===== src/rtl/lc3b_local_predictor.sv =====
`timescale 1ns/1ps
`default_nettype none
// ============================================================================
// lc3b_local_predictor : two-level local-history branch predictor (LHT + PHT)
// Revision: 1.0
// ============================================================================
module lc3b_local_predictor #(
  parameter int PC_LSB       = 1,
  parameter int LHT_IDX_BITS = 6,
  parameter int HIST_BITS    = 4,
  parameter int PHT_PC_BITS  = 6,
  parameter int CTR_BITS     = 2
) (
  input  logic                 clk,
  input  logic                 rst_n,
  output logic                 ready,
  input  logic                 pred_valid,
  input  logic [15:0]          pred_pc,
  output logic                 resp_valid,
  output logic                 resp_taken,
  output logic [HIST_BITS-1:0] resp_hist,
  input  logic                 update_valid,
  input  logic [15:0]          update_pc,
  input  logic [HIST_BITS-1:0] update_hist,
  input  logic                 update_taken,
  input  logic                 update_mispredict,
  output logic [15:0]          mispredict_count
);

  localparam int PHT_IDX_BITS = PHT_PC_BITS + HIST_BITS;
  localparam int SWEEP_BITS   = (LHT_IDX_BITS > PHT_IDX_BITS) ? LHT_IDX_BITS : PHT_IDX_BITS;
  localparam int LHT_DEPTH    = 1 << LHT_IDX_BITS;
  localparam int PHT_DEPTH    = 1 << PHT_IDX_BITS;
  localparam logic [CTR_BITS-1:0] CTR_WNT = {1'b0, {(CTR_BITS-1){1'b1}}};
  localparam logic [CTR_BITS-1:0] CTR_MAX = {CTR_BITS{1'b1}};

  typedef enum logic [0:0] {
    ST_INIT = 1'b0,
    ST_RUN  = 1'b1
  } state_e;

  state_e                  state_q, state_d;
  logic [SWEEP_BITS-1:0]   sweep_q, sweep_d;
  logic                    resp_valid_q, resp_valid_d;
  logic                    resp_taken_q, resp_taken_d;
  logic [HIST_BITS-1:0]    resp_hist_q, resp_hist_d;
  logic [15:0]             mcount_q, mcount_d;

  logic [HIST_BITS-1:0]    lht_mem [LHT_DEPTH];
  logic [CTR_BITS-1:0]     pht_mem [PHT_DEPTH];

  logic [LHT_IDX_BITS-1:0] pred_lht_idx, upd_lht_idx;
  logic [PHT_IDX_BITS-1:0] pred_pht_idx, upd_pht_idx;
  logic [HIST_BITS-1:0]    pred_hist, upd_lht_old;
  logic [CTR_BITS-1:0]     pred_ctr, upd_ctr;

  logic                    lht_we, pht_we;
  logic [LHT_IDX_BITS-1:0] lht_waddr;
  logic [PHT_IDX_BITS-1:0] pht_waddr;
  logic [HIST_BITS-1:0]    lht_wdata;
  logic [CTR_BITS-1:0]     pht_wdata;
  logic                    sweep_in_lht, sweep_in_pht;
  logic                    unused_pc_bits;

  assign unused_pc_bits = ^{pred_pc, update_pc};

  assign pred_lht_idx = pred_pc[PC_LSB +: LHT_IDX_BITS];
  assign pred_hist    = lht_mem[pred_lht_idx];
  assign pred_pht_idx = {pred_pc[PC_LSB +: PHT_PC_BITS], pred_hist};
  assign pred_ctr     = pht_mem[pred_pht_idx];

  // Training indexes the PHT with the returned snapshot, but shifts the live LHT entry.
  assign upd_lht_idx  = update_pc[PC_LSB +: LHT_IDX_BITS];
  assign upd_lht_old  = lht_mem[upd_lht_idx];
  assign upd_pht_idx  = {update_pc[PC_LSB +: PHT_PC_BITS], update_hist};
  assign upd_ctr      = pht_mem[upd_pht_idx];

  assign sweep_in_lht = ((sweep_q >> LHT_IDX_BITS) == '0);
  assign sweep_in_pht = ((sweep_q >> PHT_IDX_BITS) == '0);

  always_comb begin
    state_d      = state_q;
    sweep_d      = sweep_q;
    resp_valid_d = 1'b0;
    resp_taken_d = resp_taken_q;
    resp_hist_d  = resp_hist_q;
    mcount_d     = mcount_q;
    lht_we       = 1'b0;
    lht_waddr    = '0;
    lht_wdata    = '0;
    pht_we       = 1'b0;
    pht_waddr    = '0;
    pht_wdata    = '0;

    case (state_q)
      ST_INIT: begin
        sweep_d   = sweep_q + SWEEP_BITS'(1);
        lht_we    = sweep_in_lht;
        lht_waddr = sweep_q[LHT_IDX_BITS-1:0];
        lht_wdata = '0;
        pht_we    = sweep_in_pht;
        pht_waddr = sweep_q[PHT_IDX_BITS-1:0];
        pht_wdata = CTR_WNT;
        if (&sweep_q) begin
          state_d = ST_RUN;
        end
      end
      ST_RUN: begin
        if (pred_valid) begin
          resp_valid_d = 1'b1;
          resp_taken_d = pred_ctr[CTR_BITS-1];
          resp_hist_d  = pred_hist;
        end
        if (update_valid) begin
          lht_we    = 1'b1;
          lht_waddr = upd_lht_idx;
          lht_wdata = {upd_lht_old[HIST_BITS-2:0], update_taken};
          pht_we    = 1'b1;
          pht_waddr = upd_pht_idx;
          if (update_taken) begin
            pht_wdata = (upd_ctr == CTR_MAX) ? upd_ctr : upd_ctr + CTR_BITS'(1);
          end else begin
            pht_wdata = (upd_ctr == '0) ? upd_ctr : upd_ctr - CTR_BITS'(1);
          end
          if (update_mispredict && (mcount_q != 16'hFFFF)) begin
            mcount_d = mcount_q + 16'd1;
          end
        end
      end
      default: begin
        state_d = ST_INIT;
      end
    endcase
  end

  always_ff @(posedge clk or negedge rst_n) begin
    if (!rst_n) begin
      state_q      <= ST_INIT;
      sweep_q      <= '0;
      resp_valid_q <= 1'b0;
      resp_taken_q <= 1'b0;
      resp_hist_q  <= '0;
      mcount_q     <= '0;
    end else begin
      state_q      <= state_d;
      sweep_q      <= sweep_d;
      resp_valid_q <= resp_valid_d;
      resp_taken_q <= resp_taken_d;
      resp_hist_q  <= resp_hist_d;
      mcount_q     <= mcount_d;
    end
  end

  // Table storage has no reset; the INIT sweep establishes its contents.
  always_ff @(posedge clk) begin
    if (lht_we) begin
      lht_mem[lht_waddr] <= lht_wdata;
    end
    if (pht_we) begin
      pht_mem[pht_waddr] <= pht_wdata;
    end
  end

  assign ready            = (state_q == ST_RUN);
  assign resp_valid       = resp_valid_q;
  assign resp_taken       = resp_taken_q;
  assign resp_hist        = resp_hist_q;
  assign mispredict_count = mcount_q;

endmodule
`default_nettype wire


===== config.mk =====
export PLATFORM = sky130hd
export DESIGN_NAME = lc3b_local_predictor
export DESIGN_NICKNAME = d
export VERILOG_FILES = /design/src/rtl/lc3b_local_predictor.sv
export SDC_FILE = /design/constraint.sdc
export NUM_CORES = 2
export LEC_CHECK = 0
export BUFFER_PORTS_ARGS = -buffer_cell sky130_fd_sc_hd__buf_2
export CORE_ASPECT_RATIO = 0.8
export CORE_UTILIZATION = 50
export CTS_CLUSTER_DIAMETER = 60
export CTS_CLUSTER_SIZE = 12
export DETAILED_ROUTE_END_ITERATION = 8
export PLACE_DENSITY_LB_ADDON = 0.3
export SLEW_MARGIN = 5
export SYNTH_ARGS = -nofsm -noshare
export SYNTH_HDL_FRONTEND = slang
export SYNTH_SLANG_ARGS = --single-unit

===== constraint.sdc =====
create_clock -name clk -period 70.7 [get_ports clk]
set_input_delay 7.07 -clock clk [delete_from_list [all_inputs] [get_ports clk]]
set_output_delay 7.07 -clock clk [all_outputs]
set_load 0.02 [all_outputs]

==> results by group <==
Global routing
  • Vias in the first global route: 63400
  • Initial antenna violation count: 29
  • First-pass GRT wire length: 464000 um
  • Largest net degree at the start of global routing: 292
  • Gr ovfl total: 0
  • All-Layer GR Usage: 30.7%

Synth
  • Main combinational cell family by area after synthesis: multiplexers
  • Post-synthesis mux area share: 19.4%
  • Distinct cells, synth: 78
  • Synth Net Count: 6796
  • Synth Area in Compound Gates: 2.69%
  • Synth Area in Simple Gates: 9.12%
  • Ys Warns: 0
  • Mean post-synth cell area: 15.7 um2
  • Post-Syn Instances: 6752
  • Sequential-to-total area share from yosys stat: 66.2%
  • Share of the synthesized area in the top cell type: 65.4%
  • Top post-synthesis cells by area: edfxtp_1, mux4_2, nor2_1, nand2_1, mux2i_1
  • Post-synth EDFFs: 2304
  • Flops & latches, synth: 2337
  • Most common flop cell mapped by yosys: edfxtp_1
  • Mapped cell area: 106000 um2
  • Synth Area in XOR/XNOR: 0.199%
  • Asr flop ratio synth: 1.41%
  • Post-synthesis adder-cell area fraction: 0.0343%
  • Largest area contributor in the netlist: edfxtp_1

Floorplan
  • # IOs: 65
  • Die Ht: 413 um
  • Die width: 516 um
  • Cell Rows: 150
  • Die area: 214000 um2
  • Area of the core: 210000 um2
  • Initial cell density of the core: 50.5%

Route
  • Routed WL: 327000 um
  • Iteration-0 DRC Markers: 11400
  • Drt pass-1 iters: 9
  • Vias: 65600
  • Average wire per standard cell: 34.6 um
  • Residual DRC: 0
  • Detail Route Antenna Nets: 0
  • Via/cell ratio: 6.94

Critical path
  • Largest delay share family, worst path: buffers and inverters
  • R2R Path End: resp_taken
  • Critical path class: in2reg
  • Crit path max fanout: 242
  • Slowest stage delay, CP: 0.86 ns
  • Crit path required time: 71.20 ns
  • CP Depth: 16
  • WP buf/inv: 8
  • Critical path startpoint category: primary input
  • Critical R2R Launch: lht_mem[43][0]
  • Crit-path cells: buf_8, buf_4, buf_4, buf_4, buf_4, mux4_2, mux4_2, mux4_2, mux4_2, mux4_2, inv_1, maj3_2, nand2_1, nand2_4, buf_12, buf_4
  • Slowest-stage cell, CP: buf_4
  • Worst r2r path cells: 15
  • Critical path arrival: 16.50 ns
  • Worst Setup End Kind: flip-flop
  • FF-to-FF setup slack: 63.15 ns

Timing
  • Setup_tns: 0 ns
  • Max Clock Freq: 0.0625 GHz
  • Min cycle time layout: 16.00 ns
  • Fin. Hold Viols: 0
  • RSZ-0062 raised after global routing: false
  • Max-slew violations: 0
  • Clock skew: 0.0404 ns
  • Least-Margin Pin Slew: 1.32 ns
  • Worst relative slew slack: 11.8%
  • Period utilization: 22.6%
  • Setup violators final: 0

Clocking
  • TritonCTS clock tree: done
  • Clock-pin slew on the worst setup and hold paths: 0.06 ns
  • Clock root buffer: clkbuf_16
  • Total CTS buffers: 213
  • Max Root-Sink Buffers: 3
  • Clk_lat worst skew: 0.86 ns
  • CTS H-tree depth: 4
  • Post-CTS Setup Bufs: 0
  • Hold_buf cts: 0
  • Post_cts resized: 0
  • Sink Count: 2337

Final layout
  • FILL cells: 16400
  • # nets final: 6619
  • Final Cell Area: 114000 um2
  • Syn-to-layout area delta: 8.10%
  • Layout cells sized above 1: 19.5%

Placed design
  • # port buffers: 44
  • Hpwl dp: 184000 um
  • DP Area: 109000 um2
  • RePlAce Congestion: 0.870

Worst hold path
  • Hold path cells: 1
  • HP Class: reg2reg
  • Hold_sp: mispredict_count[4]
  • Hold EP: mispredict_count[4]

Pwr
  • Tot Pwr: 2.71 mW
  • Max VDD drop: 31.4 uV
  • Pwr dens: 23.7 nW/um2
  • Leak Pwr: 36.1 nW

Run
  • Max Cap Viol: 0

Run status
  • Status: finished clean
[where the power goes]
part	total, mW	switching [mW]	internal [mW]
Combinational	0.166	0.117	0.0494
Clock	1.05	0.496	0.555
Sequential	1.50	0	1.50
Total	2.71	0.613	2.10
[cell families after synthesis]
| family | count (synthesis) |
|---|---|
| and+or+nand+nor | 2378 |
| DFF | 2337 |
| muxes | 1052 |
| buffers and inverters | 577 |
| AOI/OAI and AO/OA | 381 |
| xor gates and xnor gates | 24 |
| adders and majority gates | 3 |
[flip-flops by register name (all words and copies together) (netlist names)]
name / cells
pht_mem: 2048
lht_mem: 256
mispredict_count: 16
sweep_q: 10
resp_hist: 4
ready: 1
resp_taken: 1
resp_valid: 1
[metal layers]
metal	wire [um]	up-vias	track usage, %
met3	50100	743	9.75
met5	166	-	0
met1	119000	33800	43.5
met2	145000	5210	45.1
li1	-	25900	-
met4	12400	28	10.7
[cell type report]
| class | instances | area, um2 | share of cell area, % |
|---|---|---|---|
| diodes | 20 | 50.0 | 0.0437 |
| clock buffers | 251 | 5620 | 4.91 |
| clock inverters | 12 | 148 | 0.129 |
| inverters | 12 | 45.0 | 0.0394 |
| multi-input cells | 3838 | 33600 | 29.4 |
| flip-flops and latches | 2337 | 70000 | 61.2 |
| well taps | 2812 | 3520 | 3.08 |
| repair buffers | 173 | 1370 | 1.20 |
[worst reg2reg max path, stage by stage (launching register included)]
cell and delay [ns]:
edfxtp_1 0.36, nor2b_1 0.16, a2111oi_0 0.08, o41ai_1 0.65
nand4_1 0.72, nand2_8 0.87, buf_12 0.65, buf_4 1.05
mux2i_1 0.35, mux2i_1 0.11, o32ai_1 0.28, or4_1 0.18
nand4_1 0.32, o311ai_0 1.11, or4_1 0.39, o211ai_1 0.14
[synth_stat cells (all sizes together) (8+ instances only)]
cell type	number
a211oi	25
a21oi	35
a22oi	23
a311oi	35
a31oi	60
a32oi	64
and2	10
and3	64
buf	283
clkbuf	282
dfrtp	33
edfxtp	2304
inv	12
mux2	14
mux2i	244
mux4	794
nand2	847
nand3	176
nand4	45
nor2	1176
nor2b	19
nor3	13
o2111ai	8
o211ai	20
o21ai	32
xnor2	15
xor2	9
[cell usage in the layout (no fill, tap or decap), drive strengths merged, types with 5 or more instances in the layout]
master / instances
edfxtp: 2304
nor2: 1176
nand2: 847
mux4: 794
clkbuf: 252
mux2i: 244
nand3: 176
buf: 172
a32oi: 64
and3: 64
a31oi: 60
nand4: 45
a311oi: 35
a21oi: 35
dfrtp: 33
o21ai: 32
a211oi: 25
a22oi: 23
diode: 20
o211ai: 20
nor2b: 19
inv: 17
xnor2: 15
mux2: 14
nor3: 13
and2: 10
xor2: 9
o2111ai: 8
a41oi: 7
o21a: 7
a21o: 7
a2111oi: 6
nand2b: 6
clkinv: 6
o22ai: 5
or3: 5
o32ai: 5
o31ai: 5
[how the worst max path moves through the flow]
stage	slack, ns	start	to
floorplan	28.55	update_hist[0]	pht_mem[0][1]
global placement	54.21	update_hist[1]	pht_mem[337][0]
detailed placement	54.06	update_hist[1]	pht_mem[287][0]
CTS	54.95	update_hist[1]	pht_mem[279][0]
global route	54.46	update_hist[1]	pht_mem[312][0]
finish	54.70	update_hist[1]	pht_mem[432][0]
[metrics by stage]
| stage | utilization [%] | hold slack, ns | instances | setup slack, ns |
|---|---|---|---|---|
| floorplan | - | 0.460 | 6752 | 28.55 |
| global placement | 51.8 | 0.470 | 9172 | 54.21 |
| detailed placement | 51.8 | 0.471 | 9172 | 54.06 |
| CTS | 54.5 | 0.483 | 9435 | 54.95 |
| global route | 54.5 | 0.493 | 9436 | 54.46 |
| finish | 54.6 | 0.482 | 9455 | 54.70 |
(Power assumes the default switching activity.)
